$ cat src/rtl/mdu_pkg.sv
// Shared RV32M encodings and mdu constants.
// Imported by decode and the mdu itself.
package mdu_pkg;

  localparam logic [2:0] F3_MUL    = 3'd0;
  localparam logic [2:0] F3_MULH   = 3'd1;
  localparam logic [2:0] F3_MULHSU = 3'd2;
  localparam logic [2:0] F3_MULHU  = 3'd3;
  localparam logic [2:0] F3_DIV    = 3'd4;
  localparam logic [2:0] F3_DIVU   = 3'd5;
  localparam logic [2:0] F3_REM    = 3'd6;
  localparam logic [2:0] F3_REMU   = 3'd7;

  localparam int MDU_ITER = 32;

  typedef enum logic [1:0] {
    S_IDLE = 2'd0,
    S_RUN  = 2'd1,
    S_DONE = 2'd2
  } mdu_state_t;

endpackage

$ cat src/rtl/mdu.sv
// Iterative RV32M multiply/divide unit.
// Shift-add multiply, restoring divide, shared acc.
module mdu
  import mdu_pkg::*;
#(
  parameter int XLEN = 32
) (
  input  logic            clk,
  input  logic            rst,
  input  logic            start,
  input  logic            flush,
  input  logic [2:0]      funct3,
  input  logic [XLEN-1:0] op_a,
  input  logic [XLEN-1:0] op_b,
  input  logic [4:0]      rd_in,
  output logic            busy,
  output logic            done,
  output logic [XLEN-1:0] result,
  output logic [4:0]      rd_out
);

  localparam int W2 = 2 * XLEN;

  mdu_state_t      r_state;
  logic [5:0]      r_cnt;
  logic [2:0]      r_f3;
  logic [W2-1:0]   r_acc;
  logic [XLEN-1:0] r_b;
  logic            r_neg;
  logic            r_div0;
  logic            r_done;
  logic [XLEN-1:0] r_res;
  logic [4:0]      r_rd;

  logic            w_a_sgn;
  logic            w_b_sgn;
  logic [XLEN-1:0] w_a_mag;
  logic [XLEN-1:0] w_b_mag;
  logic            w_neg;
  logic            w_is_div;
  logic [XLEN:0]   w_sum;
  logic [XLEN:0]   w_rem;
  logic [XLEN+1:0] w_diff;
  logic [W2-1:0]   w_step;
  logic [W2-1:0]   w_prod;
  logic [XLEN-1:0] w_quo;
  logic [XLEN-1:0] w_rmd;
  logic [XLEN-1:0] w_res;
  logic            w_last;

  // Operand sign handling at issue time.
  always_comb begin
    w_a_sgn = 1'b0;
    w_b_sgn = 1'b0;
    unique case (funct3)
      F3_MULH, F3_DIV, F3_REM: begin
        w_a_sgn = op_a[XLEN-1];
        w_b_sgn = op_b[XLEN-1];
      end
      F3_MULHSU: w_a_sgn = op_a[XLEN-1];
      default: ;
    endcase
    w_a_mag = w_a_sgn ? -op_a : op_a;
    w_b_mag = w_b_sgn ? -op_b : op_b;
    // Remainder follows the dividend only.
    w_neg = (funct3[2] & funct3[1]) ?
            w_a_sgn : (w_a_sgn ^ w_b_sgn);
  end

  // One multiply or divide iteration.
  always_comb begin
    w_is_div = r_f3[2];
    w_sum = {1'b0, r_acc[W2-1:XLEN]} +
            (r_acc[0] ? {1'b0, r_b} : '0);
    w_rem = {r_acc[W2-1:XLEN], r_acc[XLEN-1]};
    w_diff = {1'b0, w_rem} - {2'b0, r_b};
    w_step = '0;
    if (!w_is_div)
      w_step = {w_sum, r_acc[XLEN-1:1]};
    else if (!w_diff[XLEN+1])
      w_step = {w_diff[XLEN-1:0],
                r_acc[XLEN-2:0], 1'b1};
    else
      w_step = {w_rem[XLEN-1:0],
                r_acc[XLEN-2:0], 1'b0};
  end

  // Sign fix-up and final result selection.
  always_comb begin
    w_prod = r_neg ? -r_acc : r_acc;
    w_quo = r_neg ? -r_acc[XLEN-1:0]
                  : r_acc[XLEN-1:0];
    if (r_div0)
      w_quo = '1;
    w_rmd = r_neg ? -r_acc[W2-1:XLEN]
                  : r_acc[W2-1:XLEN];
    w_res = '0;
    unique case (r_f3)
      F3_MUL: w_res = w_prod[XLEN-1:0];
      F3_MULH, F3_MULHSU, F3_MULHU:
        w_res = w_prod[W2-1:XLEN];
      F3_DIV, F3_DIVU: w_res = w_quo;
      default: w_res = w_rmd;
    endcase
  end

  assign w_last = (r_cnt == 6'(MDU_ITER - 1));

  // Control FSM plus shared datapath registers.
  always_ff @(posedge clk or posedge rst) begin
    if (rst) begin
      r_state <= S_IDLE;
      r_cnt   <= '0;
      r_f3    <= '0;
      r_acc   <= '0;
      r_b     <= '0;
      r_neg   <= 1'b0;
      r_div0  <= 1'b0;
      r_done  <= 1'b0;
      r_res   <= '0;
      r_rd    <= '0;
    end else begin
      r_done <= 1'b0;
      unique case (r_state)
        S_IDLE: begin
          if (start && !flush) begin
            r_f3    <= funct3;
            r_rd    <= rd_in;
            r_acc   <= {{XLEN{1'b0}}, w_a_mag};
            r_b     <= w_b_mag;
            r_neg   <= w_neg;
            r_div0  <= (op_b == '0);
            r_cnt   <= '0;
            r_state <= S_RUN;
          end
        end
        S_RUN: begin
          if (flush) begin
            r_state <= S_IDLE;
          end else begin
            r_acc <= w_step;
            r_cnt <= r_cnt + 6'd1;
            if (w_last)
              r_state <= S_DONE;
          end
        end
        S_DONE: begin
          r_state <= S_IDLE;
          if (!flush) begin
            r_done <= 1'b1;
            r_res  <= w_res;
          end
        end
        default: r_state <= S_IDLE;
      endcase
    end
  end

  assign busy   = (r_state != S_IDLE) | r_done;
  assign done   = r_done;
  assign result = r_res;
  assign rd_out = r_rd;

endmodule

$ cat config.mk
export PLATFORM = sky130hd
export DESIGN_NAME = mdu
export DESIGN_NICKNAME = d
export VERILOG_FILES = /design/src/rtl/mdu_pkg.sv /design/src/rtl/mdu.sv
export SDC_FILE = /design/constraint.sdc
export NUM_CORES = 1
export LEC_CHECK = 0
export BUFFER_PORTS_ARGS = -buffer_cell sky130_fd_sc_hd__buf_2
export CELL_PAD_IN_SITES_DETAIL_PLACEMENT = 0
export CELL_PAD_IN_SITES_GLOBAL_PLACEMENT = 1
export CORE_MARGIN = 2
export CORE_UTILIZATION = 42
export CTS_CLUSTER_SIZE = 10
export DETAILED_ROUTE_END_ITERATION = 16
export PLACE_DENSITY = 0.84
export SLEW_MARGIN = 10
export SYNTH_ARGS = -nofsm -noshare
export SYNTH_HDL_FRONTEND = slang
export SYNTH_SLANG_ARGS = --single-unit
$ cat constraint.sdc
create_clock -name clk -period 5.1 [get_ports clk]
set_clock_uncertainty 0.15 [all_clocks]
set_input_delay 1.02 -clock clk [delete_from_list [all_inputs] [get_ports clk]]
set_output_delay 1.02 -clock clk [all_outputs]
set_load 0.02 [all_outputs]
Word-level counts from Yosys, hierarchy flattened
Index checks and enable logic that the tools add are counted.
{"block": "totals", "in_bits": 76, "ff_bits": 147, "wordCells": 77, "output_inout_bits": 39}
{"block": "classes", "n_reduce_logical": 15, "n_mux": 25, "n_eq_ne": 15, "bitwise": 4, "n_addsub": 8}
{"cell": "$mux W64", "count": 5}
{"cell": "$mux W32", "count": 6}
{"cell": "$neg A32 Y32", "count": 4}
{"cell": "$pmux W64 S2", "count": 1}
{"cell": "$pmux W32 S3", "count": 1}
{"cell": "$neg A64 Y64", "count": 1}
{"cell": "$sub A33 B32 Y34", "count": 1}
{"cell": "$add A32 B32 Y33", "count": 1}
{"cell": "$logic_not A32 Y1", "count": 1}
{"cell": "$eq A3 B3 Y1 const B", "count": 4}
{"cell": "$mux W6", "count": 2}
{"cell": "$pmux W6 S2", "count": 1}
{"cell": "$eq A3 B2 Y1 const B", "count": 3}
{"cell": "$add A6 B1 Y6 const B", "count": 1}
{"cell": "$eq A3 B1 Y1 const B", "count": 2}
{"cell": "$eq A6 B5 Y1 const B", "count": 1}
{"cell": "$mux W2", "count": 3}
{"cell": "$reduce_and A2 Y1", "count": 3}
{"cell": "$reduce_or A3 Y1", "count": 2}
{"cell": "$mux W1", "count": 5}
{"cell": "$ne A2 B2 Y1 const B", "count": 2}
{"cell": "$pmux W2 S2", "count": 1}
{"cell": "$reduce_bool A2 Y1", "count": 2}
{"cell": "$reduce_or A4 Y1", "count": 1}
{"cell": "other kinds (13)", "count": 13}

Depth between registers and ports, before layout
{"block": "logic_depth", "depth_word": 6, "mapped_depth": 15, "ltp_nobuf": 13}

Least setup slack after synthesis
Ideal clock, no wire load.
{"block": "synth_path", "path_kind": "reg2reg", "startpoint": "register r_acc[0]", "endpoint": "register r_acc[60]", "n_path_buf": 2, "required_time_ps": 4819, "setup_ps": 131, "synth_period_minus_slack_ps": 3597, "slack_ps": 1503, "t_arrival_ps": 3316, "path_stages_with_launch": 15, "path_cell_list": "dfrtp_1 buf_2 inv_1 clkbuf_1 nor2_1 ha_1 o211ai_1 o211ai_1 a41oi_1 o21a_1 nor4_1 o21ai_0 mux2_2 o31ai_1 nand3_1"}
{"block": "synth_between", "elab_chain_cells": 5}
{"element": "start: declaration", "line_no": "mdu.sv:27", "source": "logic [W2-1:0] r_acc;"}
{"element": "start signal: assignment", "line_no": "mdu.sv:129", "source": "r_acc <= {{XLEN{1'b0}}, w_a_mag};"}
{"element": "start signal: assignment", "line_no": "mdu.sv:141", "source": "r_acc <= w_step;"}
{"element": "$mux W32", "line_no": "mdu.sv:74", "source": "(r_acc[0] ? {1'b0, r_b} : '0);"}
{"element": "$add A32 B32 Y33", "line_no": "mdu.sv:73", "source": "w_sum = {1'b0, r_acc[W2-1:XLEN]} +"}
{"element": "$mux W64", "line_no": "mdu.sv:78", "source": "if (!w_is_div)"}
{"element": "$mux W64", "line_no": "mdu.sv:138", "source": "if (flush) begin"}
{"element": "$pmux W64 S2", "line_no": "mdu.sv:124", "source": "unique case (r_state)"}
No other way between the ends. The select of a mux whose other input is x is not followed.
A chain may end at the register's enable or synchronous reset.

Worst setup path in the final report
Ends and elaborated chain as after synthesis.

==> parameters.txt <==
Parameter                              Value

Setup path
  CP bufs+invs    2
  Endpoint class of the critical path    register
  Cell family with most CP delay    compound AO/OA/AOI/OAI gates
  CP Data Required Time    5.27 ns
  Critical path class    register to register
  Cell with the biggest individual delay on the critical path    nor4_1
  Worst Path Max Fanout    22
  Highest cell delay on the worst timing path    0.66 ns
  Cells traversed along the worst timing path    inv_1 -> buf_4 -> nor2_1 -> ha_1 -> o211ai_1 -> nor2_1 -> a41oi_1 -> o21a_1 -> nor4_1 -> o21ai_0 -> mux2_2 -> o31ai_1 -> nand3_1
  Cell repeated most along the worst path    nor2_1
  CP Data Arrival Time    4.38 ns
  Sort of element at the start of the critical path    register

Drt
  Vias post-DR    13,500
  Detailed-router iteration count before antenna repair    8
  Overall routed net length    43,100 um
  Drt wl/cell    18.7 um
  Number of routed nets with antenna violations    0
  Per-cell via count in the routed design    5.85
  Detailed Route Iter0 Violations    1,056
  Final routed DRC violation total    0

Timing
  Final setup violation count    0
  Maximum achievable frequency    0.237 GHz
  Unrepaired setup endpoints after global routing    no
  Final worst-path cycle share    0.827
  Slew margin rel.    0.331
  Minimum clock period    4.22 ns
  Final setup TNS    0 ns
  Transition time at the pin with the least slew margin    slightly below 1 ns
  Final Slew Violations    0
  Hold violation count in the final report    0

Clock network
  Max Buffers Root-to-Sink    2
  Root Buffer    clkbuf_16
  Number of buffers created by CTS    17
  Clk Latency, worst-skew pair    0.44 ns
  TritonCTS clock tree    built
  Clock-pin slew on the worst setup and hold paths    around 0.070 ns
  CTS sink cnt    about 150
  Max H-tree Level    4
  Count of hold buffers inserted by post-cts repair    0
  Setup Fix Bufs, Post-CTS    0
  # resized after CTS    0

Yosys
  Distinct cell type count of the synthesized netlist    86
  Synth Cell Area    13,800 sq um
  Fraction of the yosys area taken by sequential cells    0.266
  Library cell with the highest instance count after synthesis    nand2_1
  Total number of yosys warnings    0
  Yosys top cell area share    0.266
  Leading register cell type out of synthesis    dfrtp_1
  Cell types with the largest area share after synthesis    dfrtp_1 27%, xnor2_1 7.7%, nand2_1 7.7%
  Average size of a mapped cell    7.68 sq um
  Post-synthesis net count    1,947
  Post-synth EDFFs    0
  Syn Inst Count    1,800
  Leading cell types by count after synthesis    283 x nand2_1, 212 x o21ai_0, 147 x dfrtp_1
  Fraction of registers with async set or reset after synthesis    1.00
  Library cell with the largest summed area after synthesis    dfrtp_1
  Flop and latch count out of synthesis    147

Layout
  Core utilization of the finished layout    0.469
  Final non-filler cell total    2,301
  FILL cells    around 3,300
  Diodes inserted    0
  Share of layout cells above drive strength 1    0.109
  Final Net Count    about 2,000
  Synthesis-to-layout area growth    10.1%

Floorplanning
  Effective utilization at floorplan    0.426
  Die Span Y    185 um
  Core Footprint    32,500 sq um
  Standard-cell rows    66
  Floorplan die area    34,400 sq um
  Die span in x    185 um
  I/O pin count    115

Global route
  Wire length of the first global-routing pass    68,900 um
  Global-route usage over all layers    0.256
  Initial antenna violation count    0
  Via count of the first global-routing pass    12,600
  Remaining global-route overflow    0
  Maximum number of pins on one net before global-route repair    between 80 and 90

Status
  Status    completed

Pwr
  Power per Cell Area    553 nW/um^2
  Static leakage    6.75 nW
  Worst IR Drop VDD    330 uV

Place
  Final Wtd Congestion    0.946
  Port Buffer Count    roughly 110
  DPL Wire Length    33,000 um
  Placed cells    2,269

Run
  Count of max-cap constraint violations    0

Worst hold path
  Tightest Hold Check Type    register to register
[worst min-delay path, cell delays in order, from the launching register on]
cell	delay, ns
dfrtp_1	0.33
nand2_1	0.05
nand2_1	0.05
[registers in the layout (all words and copies together), names as in the netlist]
signal,cells
r_acc,64
r_b,32
result,32
r_cnt,6
rd_out,5
r_f3,3
r_state,2
done,1
r_div0,1
r_neg,1
[where the power goes]
group / internal (W) / leakage, nW / switching, W
registers: 0.00142 / 1.90 / 0.000561
clock network: 0.000748 / 0.280 / 0.000527
logic: 0.00204 / 4.57 / 0.00312
total: 0.00420 / 6.75 / 0.00421
[worst paths after layout]
check,from,endpoint,slack [ns],cells past startpoint
min in group asynchronous,rst,r_acc[24],0.42,2
hold reg to reg,rd_out[0],rd_out[0],0.32,2
hold / removal,rd_out[0],rd_out[0],0.32,2
max in group asynchronous,rst,r_b[28],3.40,3
setup / recovery,r_acc[0],r_acc[60],0.88,13
setup reg to reg,r_acc[0],r_acc[60],0.88,13
[stage by stage]
step,hold slack (ns),cell area (sq um),power [W],setup slack (ns)
detailed placement,0.308,14600,0.00703,0.962
global route,0.349,15200,0.00903,0.490
finish,0.318,15200,0.00842,0.884
floorplan,0.300,13800,0.00566,1.50
CTS,0.323,15200,0.00833,0.914
global placement,0.302,14600,0.00697,1.00
[metal layers]
| layer | GRT usage | share of wire |
|---|---|---|
| met4 | 0.0867 | 0.027 |
| met5 | 0 | 0 |
| met2 | 0.400 | 0.44 |
| met3 | 0.0428 | 0.067 |
| met1 | 0.357 | 0.46 |
[cell families after synthesis]
group	share of synthesized area
buf+inv	0.0604
flops	0.266
xor+xnor	0.120
compound gates	0.258
fa+ha+maj	0.0653
simple gates	0.194
mux	0.0365
[cell usage in the layout (no fill, tap or decap), types with 12 or more instances in the layout]
cell and count:
nand2_1 283, o21ai_0 212, dfrtp_1 145, xnor2_1 122, nor2_1 119, buf_2 114
a21oi_1 104, inv_1 69, ha_1 69, xor2_1 67, mux2i_1 46, o31ai_1 37
nand3_1 32, buf_4 28, a22oi_1 26, or3_1 25, nor3_1 23, o22ai_1 21
a21o_1 20, clkbuf_16 17, o41ai_1 16, o211ai_1 15, a31oi_1 15, nor4_1 14
o21a_1 14, nor2b_1 13, a221oi_1 13, and2_1 12
[final cells by class]
cell class,instances,area [sq um],area share
Multi-Input combinational cell,1467,9340,0.613
Sequential cell,147,3680,0.242
Timing Repair Buffer,143,801,0.0526
Tap cell,442,553,0.0363
Clock buffer,21,460,0.0302
Inverter,70,267,0.0175
Clock inverter,11,128,0.00838
Power figures use the tool's default switching activity.
